[src/rtl/wb_port_arbiter.sv]
// Write-back arbiter: grants up to two pending results per cycle in round-robin order
// onto the primary and secondary register-file write ports, never both to the same rd.
module wb_port_arbiter #(
    parameter int N_REQ  = 3,
    parameter int ADDR_W = 4,
    parameter int DATA_W = 32
) (
    input  logic                      clk,
    input  logic                      reset,
    input  logic                      hold,
    input  logic [N_REQ-1:0]          req_valid,
    input  logic [N_REQ*ADDR_W-1:0]   req_rd,
    input  logic [N_REQ*DATA_W-1:0]   req_data,
    output logic [N_REQ-1:0]          req_ready,
    output logic                      regWrite,
    output logic [ADDR_W-1:0]         rd,
    output logic [DATA_W-1:0]         writeData,
    output logic                      regWrite_c,
    output logic [ADDR_W-1:0]         rd_c,
    output logic [DATA_W-1:0]         writeData_c,
    output logic [15:0]               conflict_cnt
);

    localparam int PTR_W = (N_REQ > 2) ? 2 : 1;
    localparam int SUM_W = PTR_W + 1;
    localparam logic [SUM_W-1:0] N_WRAP = SUM_W'(N_REQ);
    localparam logic [PTR_W-1:0] LAST_IDX = PTR_W'(N_REQ - 1);

    logic [ADDR_W-1:0] w_rd   [N_REQ];
    logic [DATA_W-1:0] w_data [N_REQ];

    for (genvar g = 0; g < N_REQ; g++) begin : g_unpack
        assign w_rd[g]   = req_rd[g*ADDR_W +: ADDR_W];
        assign w_data[g] = req_data[g*DATA_W +: DATA_W];
    end

    logic [PTR_W-1:0]  r_rr_ptr;
    logic              r_regWrite, r_regWrite_c;
    logic [ADDR_W-1:0] r_rd, r_rd_c;
    logic [DATA_W-1:0] r_writeData, r_writeData_c;
    logic [15:0]       r_conflict_cnt;

    logic [SUM_W-1:0]  w_sum;
    logic [PTR_W-1:0]  w_idx, w_pri_idx, w_sec_idx, w_last_idx, w_next_ptr;
    logic              w_pri_found, w_sec_found, w_same_skip, w_conflict;
    logic [N_REQ-1:0]  w_ready;

    // Walk requesters in scan order from r_rr_ptr; the secondary grant is the first
    // later valid requester whose rd differs from the primary's.
    always_comb begin
        w_sum       = '0;
        w_idx       = '0;
        w_pri_idx   = '0;
        w_sec_idx   = '0;
        w_pri_found = 1'b0;
        w_sec_found = 1'b0;
        w_same_skip = 1'b0;
        w_ready     = '0;
        for (int unsigned k = 0; k < N_REQ; k++) begin
            w_sum = {1'b0, r_rr_ptr} + SUM_W'(k);
            if (w_sum >= N_WRAP)
                w_sum = w_sum - N_WRAP;
            w_idx = w_sum[PTR_W-1:0];
            if (!hold && req_valid[w_idx]) begin
                if (!w_pri_found) begin
                    w_pri_found    = 1'b1;
                    w_pri_idx      = w_idx;
                    w_ready[w_idx] = 1'b1;
                end else if (!w_sec_found) begin
                    if (w_rd[w_idx] != w_rd[w_pri_idx]) begin
                        w_sec_found    = 1'b1;
                        w_sec_idx      = w_idx;
                        w_ready[w_idx] = 1'b1;
                    end else begin
                        w_same_skip = 1'b1;
                    end
                end
            end
        end
        w_last_idx = w_sec_found ? w_sec_idx : w_pri_idx;
        w_next_ptr = (w_last_idx == LAST_IDX) ? '0 : w_last_idx + PTR_W'(1);
        w_conflict = w_pri_found && !w_sec_found && w_same_skip;
    end

    always_ff @(posedge clk or posedge reset) begin
        if (reset) begin
            r_rr_ptr       <= '0;
            r_regWrite     <= 1'b0;
            r_regWrite_c   <= 1'b0;
            r_rd           <= '0;
            r_rd_c         <= '0;
            r_writeData    <= '0;
            r_writeData_c  <= '0;
            r_conflict_cnt <= '0;
        end else begin
            r_regWrite   <= w_pri_found;
            r_regWrite_c <= w_sec_found;
            if (w_pri_found) begin
                r_rr_ptr    <= w_next_ptr;
                r_rd        <= w_rd[w_pri_idx];
                r_writeData <= w_data[w_pri_idx];
            end
            if (w_sec_found) begin
                r_rd_c        <= w_rd[w_sec_idx];
                r_writeData_c <= w_data[w_sec_idx];
            end
            if (w_conflict && r_conflict_cnt != '1)
                r_conflict_cnt <= r_conflict_cnt + 16'd1;
        end
    end

    assign req_ready    = w_ready;
    assign regWrite     = r_regWrite;
    assign rd           = r_rd;
    assign writeData    = r_writeData;
    assign regWrite_c   = r_regWrite_c;
    assign rd_c         = r_rd_c;
    assign writeData_c  = r_writeData_c;
    assign conflict_cnt = r_conflict_cnt;

endmodule

[config.mk]
export PLATFORM = sky130hd
export DESIGN_NAME = wb_port_arbiter
export DESIGN_NICKNAME = d
export VERILOG_FILES = /design/src/rtl/wb_port_arbiter.sv
export SDC_FILE = /design/constraint.sdc
export NUM_CORES = 1
export LEC_CHECK = 0
export BUFFER_PORTS_ARGS = -buffer_cell sky130_fd_sc_hd__buf_2
export CORE_ASPECT_RATIO = 0.9
export CORE_MARGIN = 3
export CORE_UTILIZATION = 55
export DETAILED_ROUTE_END_ITERATION = 8
export GPL_TIMING_DRIVEN = 0
export PLACE_DENSITY = 0.89
export SLEW_MARGIN = 20
export SYNTH_ARGS = -nofsm -noshare
export SYNTH_HDL_FRONTEND = slang
export SYNTH_SLANG_ARGS = --single-unit
export TNS_END_PERCENT = 10
[constraint.sdc]
create_clock -name clk -period 6.8 [get_ports clk]
set_input_delay 0.34 -clock clk [delete_from_list [all_inputs] [get_ports clk]]
set_output_delay 0.34 -clock clk [all_outputs]
set_load 0.02 [all_outputs]
After elaboration in Yosys (flattened, before gate mapping)
Cells that the tools add are included.
{"block": "op_classes", "add_sub_neg": 7, "magnitude_cmp": 15, "eq_ne": 4, "n_mux": 78, "bitwise_logic": 8, "reduce_logical": 11}
{"op": "binary-select mux 32 bit (select 2 bit)", "count": 2}
{"op": "two-way mux 32 bit", "count": 4}
{"op": "binary-select mux 4 bit (select 2 bit)", "count": 6}
{"op": "two-way mux 4 bit", "count": 12}
{"op": "two-way mux 2 bit", "count": 17}
{"op": "two-way mux 3 bit", "count": 8}
{"op": "two-way mux 1 bit", "count": 23}
{"op": ">= comparator 3 bit, second input constant", "count": 6}
{"op": "NOT 2 -> 3 bit", "count": 6}
{"op": "adder 16 x 1 -> 16 bit, second input constant", "count": 1}
{"op": "!= test 16 bit, second input constant", "count": 1}
{"op": "logical AND 1 bit", "count": 9}
{"op": "less-than comparator 2 x 3 -> 1 bit, second input constant", "count": 3}
{"op": "!= test 4 bit", "count": 2}
{"op": "binary-select mux 1 bit (select 2 bit)", "count": 3}
{"op": "demux 1 bit (select 2 bit)", "count": 3}
{"op": ">= comparator 2 x 1 -> 1 bit, second input constant", "count": 3}
{"op": ">= comparator 3 x 2 -> 1 bit, second input constant", "count": 2}
{"op": "bitwise OR 3 bit", "count": 2}
{"op": "subtractor 2 bit, second input constant", "count": 3}
{"op": "adder 2 x 1 -> 3 bit, second input constant", "count": 1}
{"op": "adder 2 x 2 -> 3 bit, second input constant", "count": 1}
{"op": "adder 2 x 1 -> 2 bit, second input constant", "count": 1}
{"op": "equality test 2 bit, second input constant", "count": 1}
{"op": "other kinds (2)", "count": 3}
{"block": "word_totals", "register_bits": 92, "in_bits": 114, "output_inout_bits": 93, "wordCells": 131}

Longest topological paths before layout
Gate-level depths: netlist of run 1.
{"block": "logic_depth", "word_depth": 22, "depth_mapped": 16, "depth_no_buf": 13}

Worst setup path before layout of run 1
Ideal clock, no wire load.
{"block": "synth_path", "kind": "register to register", "startpoint": "register r_rr_ptr[1]", "endpoint": "register r_writeData_c[1], in the netlist writeData_c[1]", "setup_ns": 0.132, "t_arrival_ns": 3.261, "required_ns": 6.668, "slack_ns": 3.407, "path_stages_with_launch": 16, "n_path_buf": 3, "period_less_slack_ns": 3.393, "path_cell_list": "dfrtp_1 -> inv_1 -> ha_1 -> nand2b_1 -> a221o_2 -> buf_6 -> a21oi_2 -> mux2i_1 -> mux2i_2 -> nand4_4 -> a2bb2oi_2 -> buf_4 -> buf_6 -> mux2_1 -> mux2i_1 -> o21ai_1"}
{"block": "synth_via", "elab_chain_len": 22, "word_cells_on_any_way": 61, "classes_between": "add/sub: 5; order compare: 3; eq/ne: 2; mux: 43; bitwise: 5; reduce/logical: 3"}
{"element": "from (decl)", "line_no": "37", "text": "logic [PTR_W-1:0] r_rr_ptr;"}
{"element": "from (signal assigned)", "line_no": "99", "text": "r_rr_ptr <= w_next_ptr;"}
{"element": "subtractor 2 bit / >= comparator 2 bit (equally long branches)", "line_no": "62, 61"}
{"element": "two-way mux 2 bit", "line_no": "61", "text": "if (w_sum >= N_WRAP)"}
{"element": "binary-select mux 1 bit (select 2 bit)", "line_no": "64", "text": "if (!hold && req_valid[w_idx]) begin"}
{"element": "two-way mux 1 bit (implied by the code)", "line_no": "64"}
{"element": "logical AND 1 bit", "line_no": "64"}
{"element": "two-way mux 2 bit", "line_no": "64"}
{"element": "NOT 2 -> 3 bit (implied by the code)", "line_no": "70", "text": "if (w_rd[w_idx] != w_rd[w_pri_idx]) begin"}
{"element": "binary-select mux 4 bit (select 2 bit)", "line_no": "70"}
{"element": "(+5 left out)"}
{"element": "two-way mux 2 bit", "line_no": "64"}
{"element": "two-way mux 2 bit", "line_no": "70"}
{"element": "two-way mux 2 bit", "line_no": "69", "text": "end else if (!w_sec_found) begin"}
{"element": "two-way mux 2 bit", "line_no": "65", "text": "if (!w_pri_found) begin"}
{"element": "two-way mux 2 bit", "line_no": "64"}
{"element": "NOT 2 -> 3 bit (implied by the code)", "line_no": "105", "text": "r_writeData_c <= w_data[w_sec_idx];"}
{"element": "binary-select mux 32 bit (select 2 bit)", "line_no": "105"}
{"element": "two-way mux 32 bit (implied by the code) (2 in series)", "line_no": "105"}
{"element": "to (signal assigned)", "line_no": "105"}
{"element": "to (decl)", "line_no": "40", "text": "logic [DATA_W-1:0] r_writeData, r_writeData_c;"}
Several ways; a longest one is shown, not always the timed one. The select of a mux whose other input is x is not followed.
A chain may end at the register's enable or synchronous reset.

Final worst setup path of run 1
{"block": "layout_path", "startpoint": "register r_rr_ptr[1]", "endpoint": "output port req_ready[0]"}
{"block": "layout_via", "elab_chain_len": 19, "word_cells_on_any_way": 71, "classes_between": "add/sub: 5; order compare: 9; eq/ne: 2; mux: 43; bitwise: 6; reduce/logical: 6"}
{"element": "subtractor 2 bit / >= comparator 2 bit (equally long branches)", "line_no": "62, 61"}
{"element": "two-way mux 2 bit", "line_no": "61"}
{"element": "binary-select mux 1 bit (select 2 bit)", "line_no": "64"}
{"element": "two-way mux 1 bit (implied by the code)", "line_no": "64"}
{"element": "logical AND 1 bit", "line_no": "64"}
{"element": "two-way mux 2 bit", "line_no": "64"}
{"element": "NOT 2 -> 3 bit (implied by the code)", "line_no": "70"}
{"element": "binary-select mux 4 bit (select 2 bit)", "line_no": "70"}
{"element": "(+3 left out)"}
{"element": "two-way mux 3 bit", "line_no": "70"}
{"element": "two-way mux 3 bit", "line_no": "65"}
{"element": "two-way mux 3 bit", "line_no": "64"}
{"element": "bitwise OR 3 bit (no line)"}
{"element": "two-way mux 3 bit", "line_no": "70"}
{"element": "two-way mux 3 bit", "line_no": "69"}
{"element": "two-way mux 3 bit", "line_no": "65"}
{"element": "two-way mux 3 bit *", "line_no": "64"}
{"element": "to (decl)", "line_no": "14", "text": "output logic [N_REQ-1:0] req_ready,"}
Every way passes the cells marked *; elsewhere a longest branch is shown, timed or not. The select of a mux whose other input is x is not followed.

==> results of run 1 <==
[flip-flops by register name, indices dropped and copies added, names as in the netlist]
signal        flops
writeData        32
regWrite          1
conflict_cnt     16
regWrite_c        1
rd_c              4
writeData_c      32
r_rr_ptr          2
rd                4
[synthesized netlist by cell type (2+ instances only)]
library cell,n
a21oi_1,122
a21boi_1,2
o21ai_0,15
inv_1,9
a21boi_0,2
nand2b_1,2
a211oi_2,3
o211ai_1,4
and4bb_1,2
nor2b_1,4
xnor2_1,16
a21oi_2,2
nand2_1,127
a21o_1,3
clkbuf_1,25
nand3_1,11
and2b_1,2
buf_1,3
or3_1,2
buf_2,10
nand4_1,9
ha_1,5
a221o_1,2
and3_1,9
buf_6,6
nor2_1,47
mux2_2,29
and2_1,5
a22oi_1,2
nor3_1,2
inv_2,2
o2bb2ai_1,2
a211oi_1,2
buf_4,4
mux2_1,5
dfrtp_1,92
a221oi_2,2
o21a_1,2
nand4bb_1,2
a41o_1,2
o21ai_1,41
mux2i_1,47
[tightest hold or removal path: stages]
cell and delay [ps]:
buf_2 90, mux2i_1 60, o21ai_1 110
[area by class of cell]
| type | count | area [um^2] |
|---|---|---|
| buffer | 48 | 252.7 |
| clock buffer | 11 | 242.7 |
| clock inverter | 5 | 58.81 |
| fill | 825 | 2895 |
| inverter | 11 | 46.29 |
| multi-input combinational | 558 | 3487 |
| sequential | 92 | 2302 |
| tap | 129 | 161.4 |
| timing repair buffer | 207 | 1064 |
[what timing repair did]
item | in CTS | in global routing
hold endpoints to repair | 18 | 0
resized for setup | 0 | 0
hold buffers | 1 | 0
[placed cells by master, fill, tap and decap left out, types with 3 or more instances in the layout]
master / instances
nor2b_1: 4
and3_1: 9
dfrtp_1: 92
o21ai_1: 41
xnor2_1: 16
nand3_1: 11
mux2_2: 29
nor2_1: 47
clkbuf_16: 9
and2_1: 5
a211oi_2: 3
buf_6: 6
ha_1: 5
buf_4: 4
buf_2: 215
nand4_1: 9
mux2i_1: 47
inv_1: 8
clkbuf_1: 26
nand2_1: 127
a21oi_1: 122
o211ai_1: 4
a21o_1: 3
buf_1: 3
o21ai_0: 15
mux2_1: 5
[cell families after synthesis]
group	after synthesis	share of synthesized area
AOI/OAI and AO/OA	224	0.2246
xor gates and xnor gates	17	0.02448
adders and majority gates	5	0.01028
buffers and inverters	59	0.04833
DFF	92	0.3784
muxes	82	0.1425
and+or+nand+nor	230	0.1713
[power groups by stage]
stage | clock network (W) | registers (W) | logic [W]
after floorplan | 0 | 0.00117 | 0.00107
after global placement | 0 | 0.000902 | 0.00190
after detailed placement | 0 | 0.000910 | 0.00195
after CTS | 0.000516 | 0.000903 | 0.00195
after global routing | 0.000539 | 0.000929 | 0.00214
final | 0.000513 | 0.000908 | 0.00197
[routing by layer]
| layer | global-route usage | vias up | part of all wire | routed length (um) |
|---|---|---|---|---|
| met3 | 0.08324 | 61 | 0.095 | 1862 |
| li1 | - | 2939 | - | - |
| met5 | 0 | - | 0 | 0 |
| met4 | 0.1057 | 0 | 0.031 | 607 |
| met2 | 0.5016 | 338 | 0.46 | 9070 |
| met1 | 0.4038 | 3073 | 0.41 | 8016 |
[through the flow]
stage                     hold WS, ps  setup slack (ps)  area (um^2)
after floorplan                 522.2              3407         6083
after global routing            294.6              2431         7615
final                           286.7              2670         7615
after global placement          463.0              3001         7271
after CTS                       280.8              2671         7615
after detailed placement        284.4              2959         7303
[how the worst max path moves through the flow]
stage / startpoint / cells past startpoint / end / slack [ps]
2_1_floorplan: r_rr_ptr[1] / 15 / writeData_c[1] / 3410
4_1_cts: r_rr_ptr[1] / 14 / req_ready[0] / 2670
3_5_place_dp: r_rr_ptr[1] / 13 / writeData_c[26] / 2960
5_1_grt: r_rr_ptr[0] / 14 / req_ready[0] / 2430
6_report: r_rr_ptr[1] / 14 / req_ready[0] / 2670
3_3_place_gp: reset / 2 / rd[1] / 3000
==> summary.txt, run 1 <==
Timing
  – Final setup viols: 0
  – Final hold vios: 0
  – Min Clock Period, post-route: between 4000 and 5000 ps
  – Worst clock skew: 7.675 ps
  – F_max: 242.1 MHz
  – RSZ-0062 raised after global routing: false
  – Crit share post-route: 0.6074
  – Actual slew at the worst max-slew pin: between 900 and 1000 ps
  – Max Transition Viols Final: 0
  – Rel. slew slack: 0.3968
  – Fin Setup TNS: 0 ps

Route
  – First DRT Iteration DRCs: between 600 and 700
  – Wire length per cell: 18.43 um
  – DRC: 0
  – WL final: approximately 20 mm
  – Post-route antenna net violation count: 0
  – Vias: 6411
  – First-pass DRT Iterations: 5
  – Routed vias/inst: ~6

Floorplan
  – Core Box Area: about 0.011 mm^2
  – Die area: about 0.012 mm^2
  – Die X-Extent: 116.9 um
  – Overall die height: ~110 um
  – Rows: 35
  – Starting Density: 0.5788
  – Ports: between 200 and 250

Placement
  – Placed instance count: around 1.0k
  – RD Place Congestion: around 0.93
  – HPWL Detailed: between 10 and 15 mm
  – I/O Buffers: between 200 and 250

Finish
  – Layout cell share with drive strength beyond 1: 0.3133
  – Inserted Diodes: 0
  – Area growth, synth to finish: 25.17%
  – Final nets: between 1k and 1.5k
  – Final Core Density: 0.7245
  – Final cell count without fillers: roughly 1.1k

Synthesis
  – Async SR Flop Fraction: 1.000
  – Post-Syn Area per Cell: about 8.6 um^2
  – Synth top area cells: dfrtp_1 (38%), a21oi_1 (10%), nand2_1 (7.8%)
  – Yosys reg bits: between 90 and 100
  – Syn. warnings: 0
  – Synthesized instance count: 709
  – Seq/Total Area, Yosys: 0.3784
  – Post-synth EDFFs: 0
  – Synth unique cells: 66
  – Share of Yosys cell area claimed by the top area cell type: 0.3784
  – Leading area contributor after synthesis: dfrtp_1
  – Syn_nets: just over 800
  – Main synth FF type: dfrtp_1
  – Synth Cell Area: 0.006083 mm^2

Power
  – Seq pwr share: 0.268
  – Logic pwr share: 0.581
  – P_leak: roughly 3.9 nW
  – Switch share: 0.4815
  – VDD IR-drop max: 0.0002817 V
  – Int Power: around 0.0018 W
  – P_sw: roughly 0.0016 W
  – Clock group share of total power: 0.151
  – Tot Pwr: roughly 0.0034 W
  – PD cells: 445.1 mW/mm^2

Setup path
  – Critical-path maximum fanout: 10
  – FF-to-FF End: writeData[26]
  – Worst Setup End Kind: primary output
  – CP cell instances: inv_1 > ha_1 > nand2b_1 > a221o_2 > buf_6 > a21oi_2 > mux2i_1 > mux2i_2 > nand4_4 > a21o_1 > o21ai_0 > nor3_1 > a221o_1 > buf_2
  – Critical Path Slowest Stage Cell: a221o_2
  – Crit path DAT: 3790 ps
  – Top delay family on crit path: compound AO/OA/AOI/OAI gates
  – RR Startpoint: r_rr_ptr[0]
  – Slack of the worst reg-to-reg path: 2800 ps
  – Worst path max stage delay: around 470 ps
  – CP Launch Type: flip-flop
  – Worst EP required: 6460 ps
  – Setup Crit Path Kind: flip-flop to primary output
  – Worst Path Buf+Inv: 3
  – Reg2reg path depth: 13

Worst hold path
  – Cell depth of the worst hold path: 3
  – Class of the most critical hold timing path: primary input to flip-flop
  – Worst hold start: req_data[87]
  – Hold Path Sink: writeData_c[23]

Clock network
  – CTS HTree Levels: 3
  – Worst-case clock buffer depth: 2
  – Clock slew at reported path FFs: 70 ps
  – TritonCTS clock tree: built
  – Clk_lat worst skew: between 300 and 400 ps
  – Post-CTS Repair Setup Buffers: 0
  – CTS sink cnt: slightly above 90
  – Cts bufs inserted: 9
  – Clk root buf: clkbuf_16

Global route
  – GR Overflow Total: 0
  – First-pass GRT wire length: ~31 mm
  – Vias in the first global route: 6197
  – Largest net degree at the start of global routing: 75
  – Gr usage total: 0.3115
  – Initial antenna violation count: 0

Flow run
  – Max-Cap Viols: 0

Outcome
  – Outcome: completed
(Power assumes the default switching activity.)
==> run 2, diff against run 1 <==
CORE_UTILIZATION = 46   (was 55)
PLACE_DENSITY = 0.8   (was 0.89)
clock period = 3.5 ns   (was 6.8 ns; I/O delays follow)
==> summary.txt, run 2 (same netlist as run 1, synthesis figures left out) <==
Setup path
  – Slack of the worst reg-to-reg path: -180 ps (was 2800 ps)
  – FF-to-FF End: conflict_cnt[1] (was writeData[26])
  – Setup Crit Path Kind: flip-flop to flip-flop (was flip-flop to primary output)
  – Reg2reg path depth: 15 (was 13)
  – RR Startpoint: r_rr_ptr[1] (was r_rr_ptr[0])
  – Worst EP required: 3730 ps (was 6460 ps)
  – Worst Setup End Kind: flip-flop (was primary output)
  – CP Launch Type: flip-flop (unchanged)
  – Crit path DAT: 3920 ps (was 3790 ps)
  – Critical-path maximum fanout: 8 (was 10)

Placement
  – Placed instance count: 1079 (was 1044)
  – HPWL Detailed: 14.97 mm (was 14.83 mm)
  – RD Place Congestion: 0.9105 (was 0.9334)
  – I/O Buffers: 205 (unchanged)

Power
  – PD cells: 862.2 mW/mm^2 (was 445.1 mW/mm^2)
  – VDD IR-drop max: 0.0004831 V (was 0.0002817 V)
  – Tot Pwr: 0.007085 W (was 0.003389 W)
  – P_leak: 4.164 nW (was 3.883 nW)

Finish
  – Fillcell total: 1107 (was 825)
  – Final nets: 1070 (was 1046)
  – Final cell count without fillers: 1120 (was 1061)
  – Register Area: 0.002303 mm^2 (was 0.002302 mm^2)
  – Layout cell share with drive strength beyond 1: 0.3808 (was 0.3133)
  – Area of the multi-input gates: 0.003682 mm^2 (was 0.003487 mm^2)
  – Most frequent cells in the layout: buf_2 (204), nand2_1 (126), a21oi_1 (122) (was buf_2 (215), nand2_1 (127), a21oi_1 (122))
  – Inserted Diodes: 0 (unchanged)
  – Commonest non-fill, non-tap cell in the layout: buf_2 (unchanged)
  – Area growth, synth to finish: 35.07% (was 25.17%)

Clock network
  – Clk root buf: clkbuf_16 (unchanged)
  – Clock slew at reported path FFs: 70 ps (about the same)
  – Clk_lat worst skew: 350 ps (about the same)
  – CTS sink cnt: 92 (unchanged)
  – TritonCTS clock tree: built (unchanged)
  – Cts bufs inserted: 9 (unchanged)
  – Worst-case clock buffer depth: 2 (unchanged)
  – CTS HTree Levels: 3 (unchanged)

Timing
  – Rel. slew slack: 0.5676 (was 0.3968)
  – Max Transition Viols Final: 0 (unchanged)
  – Crit share post-route: 1.052
  – Min Clock Period, post-route: 3682 ps
  – Worst clock skew: 7.049 ps (was 7.675 ps)
  – RSZ-0062 raised after global routing: true (was false)
  – Final setup viols: 25 (was 0)
  – Actual slew at the worst max-slew pin: 648.6 ps (was 902.8 ps)
  – Slack of the critical path: -181.8 ps (was 2670 ps)
  – F_max: around 270 MHz
  – Final hold vios: 0 (unchanged)

Global route
  – Largest net degree at the start of global routing: 65 (was 75)
  – Vias in the first global route: 6224 (was 6197)
  – Initial antenna violation count: 0 (unchanged)
  – GR Overflow Total: 0 (unchanged)
  – Gr usage total: 0.2717 (was 0.3115)
  – First-pass GRT wire length: 31.78 mm (was 30.71 mm)

Route
  – First DRT Iteration DRCs: 458 (was 619)
  – Routed vias/inst: 5.684 (was 6.042)
  – Wire length per cell: 18.27 um (was 18.43 um)
  – DRC: 0 (unchanged)
  – Vias: 6366 (was 6411)
  – WL final: 20.46 mm (was 19.56 mm)
  – Post-route antenna net violation count: 0 (unchanged)
  – First-pass DRT Iterations: 7 (was 5)

Outcome
  – Failing checks: setup timing
  – Outcome: finished with violations (was completed)

Floorplan
  – Die X-Extent: 127.2 um (was 116.9 um)
  – Starting Density: 0.4740 (was 0.5788)
  – Ports: 207 (unchanged)
  – Overall die height: 115.1 um (was 105.8 um)
  – Rows: 39 (was 35)
  – Die area: 0.01464 mm^2 (was 0.01236 mm^2)
  – Core Box Area: 0.01283 mm^2 (was 0.01051 mm^2)

Worst hold path
  – Cell depth of the worst hold path: 3 (unchanged)
  – Class of the most critical hold timing path: primary input to flip-flop (unchanged)
  – Hold Path Sink: writeData_c[31] (was writeData_c[23])
  – Worst hold start: req_data[95] (was req_data[87])

Flow run
  – Max-Cap Viols: 0 (unchanged)
## run 2: metrics by stage
stage | cell area [um^2] | hold WS (ps) | TNS, ps | utilization | worst slack [ps]
finish | 8217 | 108.7 | -2287 | 0.6402 | -181.8
global route | 8217 | 126.2 | -7903 | 0.6402 | -266.9
CTS | 7913 | 103.6 | -2253 | 0.6166 | -171.1
global placement | 7315 | 461.9 | -41740 | 0.5700 | -451.3
floorplan | 6083 | 357.2 | 0 | - | 106.9
detailed placement | 7347 | 171.3 | -21170 | 0.5725 | -441.2
## run 2: worst max-delay path by stage
| stage | startpoint | endpoint | cells after the start |
|---|---|---|---|
| 3_5_place_dp | r_rr_ptr[0] | writeData[30] | 12 |
| 4_1_cts | r_rr_ptr[0] | req_ready[1] | 13 |
| 6_report | r_rr_ptr[1] | conflict_cnt[1] | 15 |
| 3_3_place_gp | r_rr_ptr[0] | writeData[30] | 12 |
| 2_1_floorplan | r_rr_ptr[1] | writeData_c[1] | 15 |
| 5_1_grt | r_rr_ptr[0] | conflict_cnt[1] | 15 |
## run 2: where the power goes
group	internal, W	leakage (nW)	total, W	switching [W]
combinational	0.00159	2.87	0.00422	0.00264
clock	0.000667	0.166	0.00109	0.000420
sequential	0.00152	1.13	0.00177	0.000259
total	0.00377	4.16	0.00708	0.00332
## run 2: routing by layer
metal	vias to the layer above	track usage	wire length (um)	part of all wire
li1	2990	-	-	-
met1	3027	0.3497	8504	0.42
met2	316	0.4559	9683	0.47
met3	33	0.07060	1890	0.092
met4	0	0.07648	385	0.019
met5	-	0	0	0
## run 2: worst max-delay path: stages (launching register included)
cell and delay, ps:
dfrtp_1 390, buf_6 130, ha_4 170, buf_8 130, a221o_2 440, buf_6 160
a21oi_4 120, mux2i_1 260, mux2i_2 290, nand4_4 190, buf_6 190, buf_6 110
a2111oi_4 300, o21a_4 240, buf_4 140, mux2_1 310
## run 2: what timing repair did
action,CTS,global route
setup endpoints to repair,81,90
gates resized for setup,45,72
endpoints found under the hold margin,28,0
hold buffers,1,0
gates cloned,0,1
pin swaps,8,15
setup buffers,10,13
## run 2: cell type report
| cell class | count | area share |
|---|---|---|
| clock inverters | 5 | 0.01005 |
| clock buffers | 11 | 0.03076 |
| flip-flops and latches | 92 | 0.2803 |
| inverters | 11 | 0.005939 |
| multi-input cells | 558 | 0.4481 |
| plain buffers | 48 | 0.04294 |
| repair buffers | 231 | 0.1568 |
| well taps | 164 | 0.02497 |
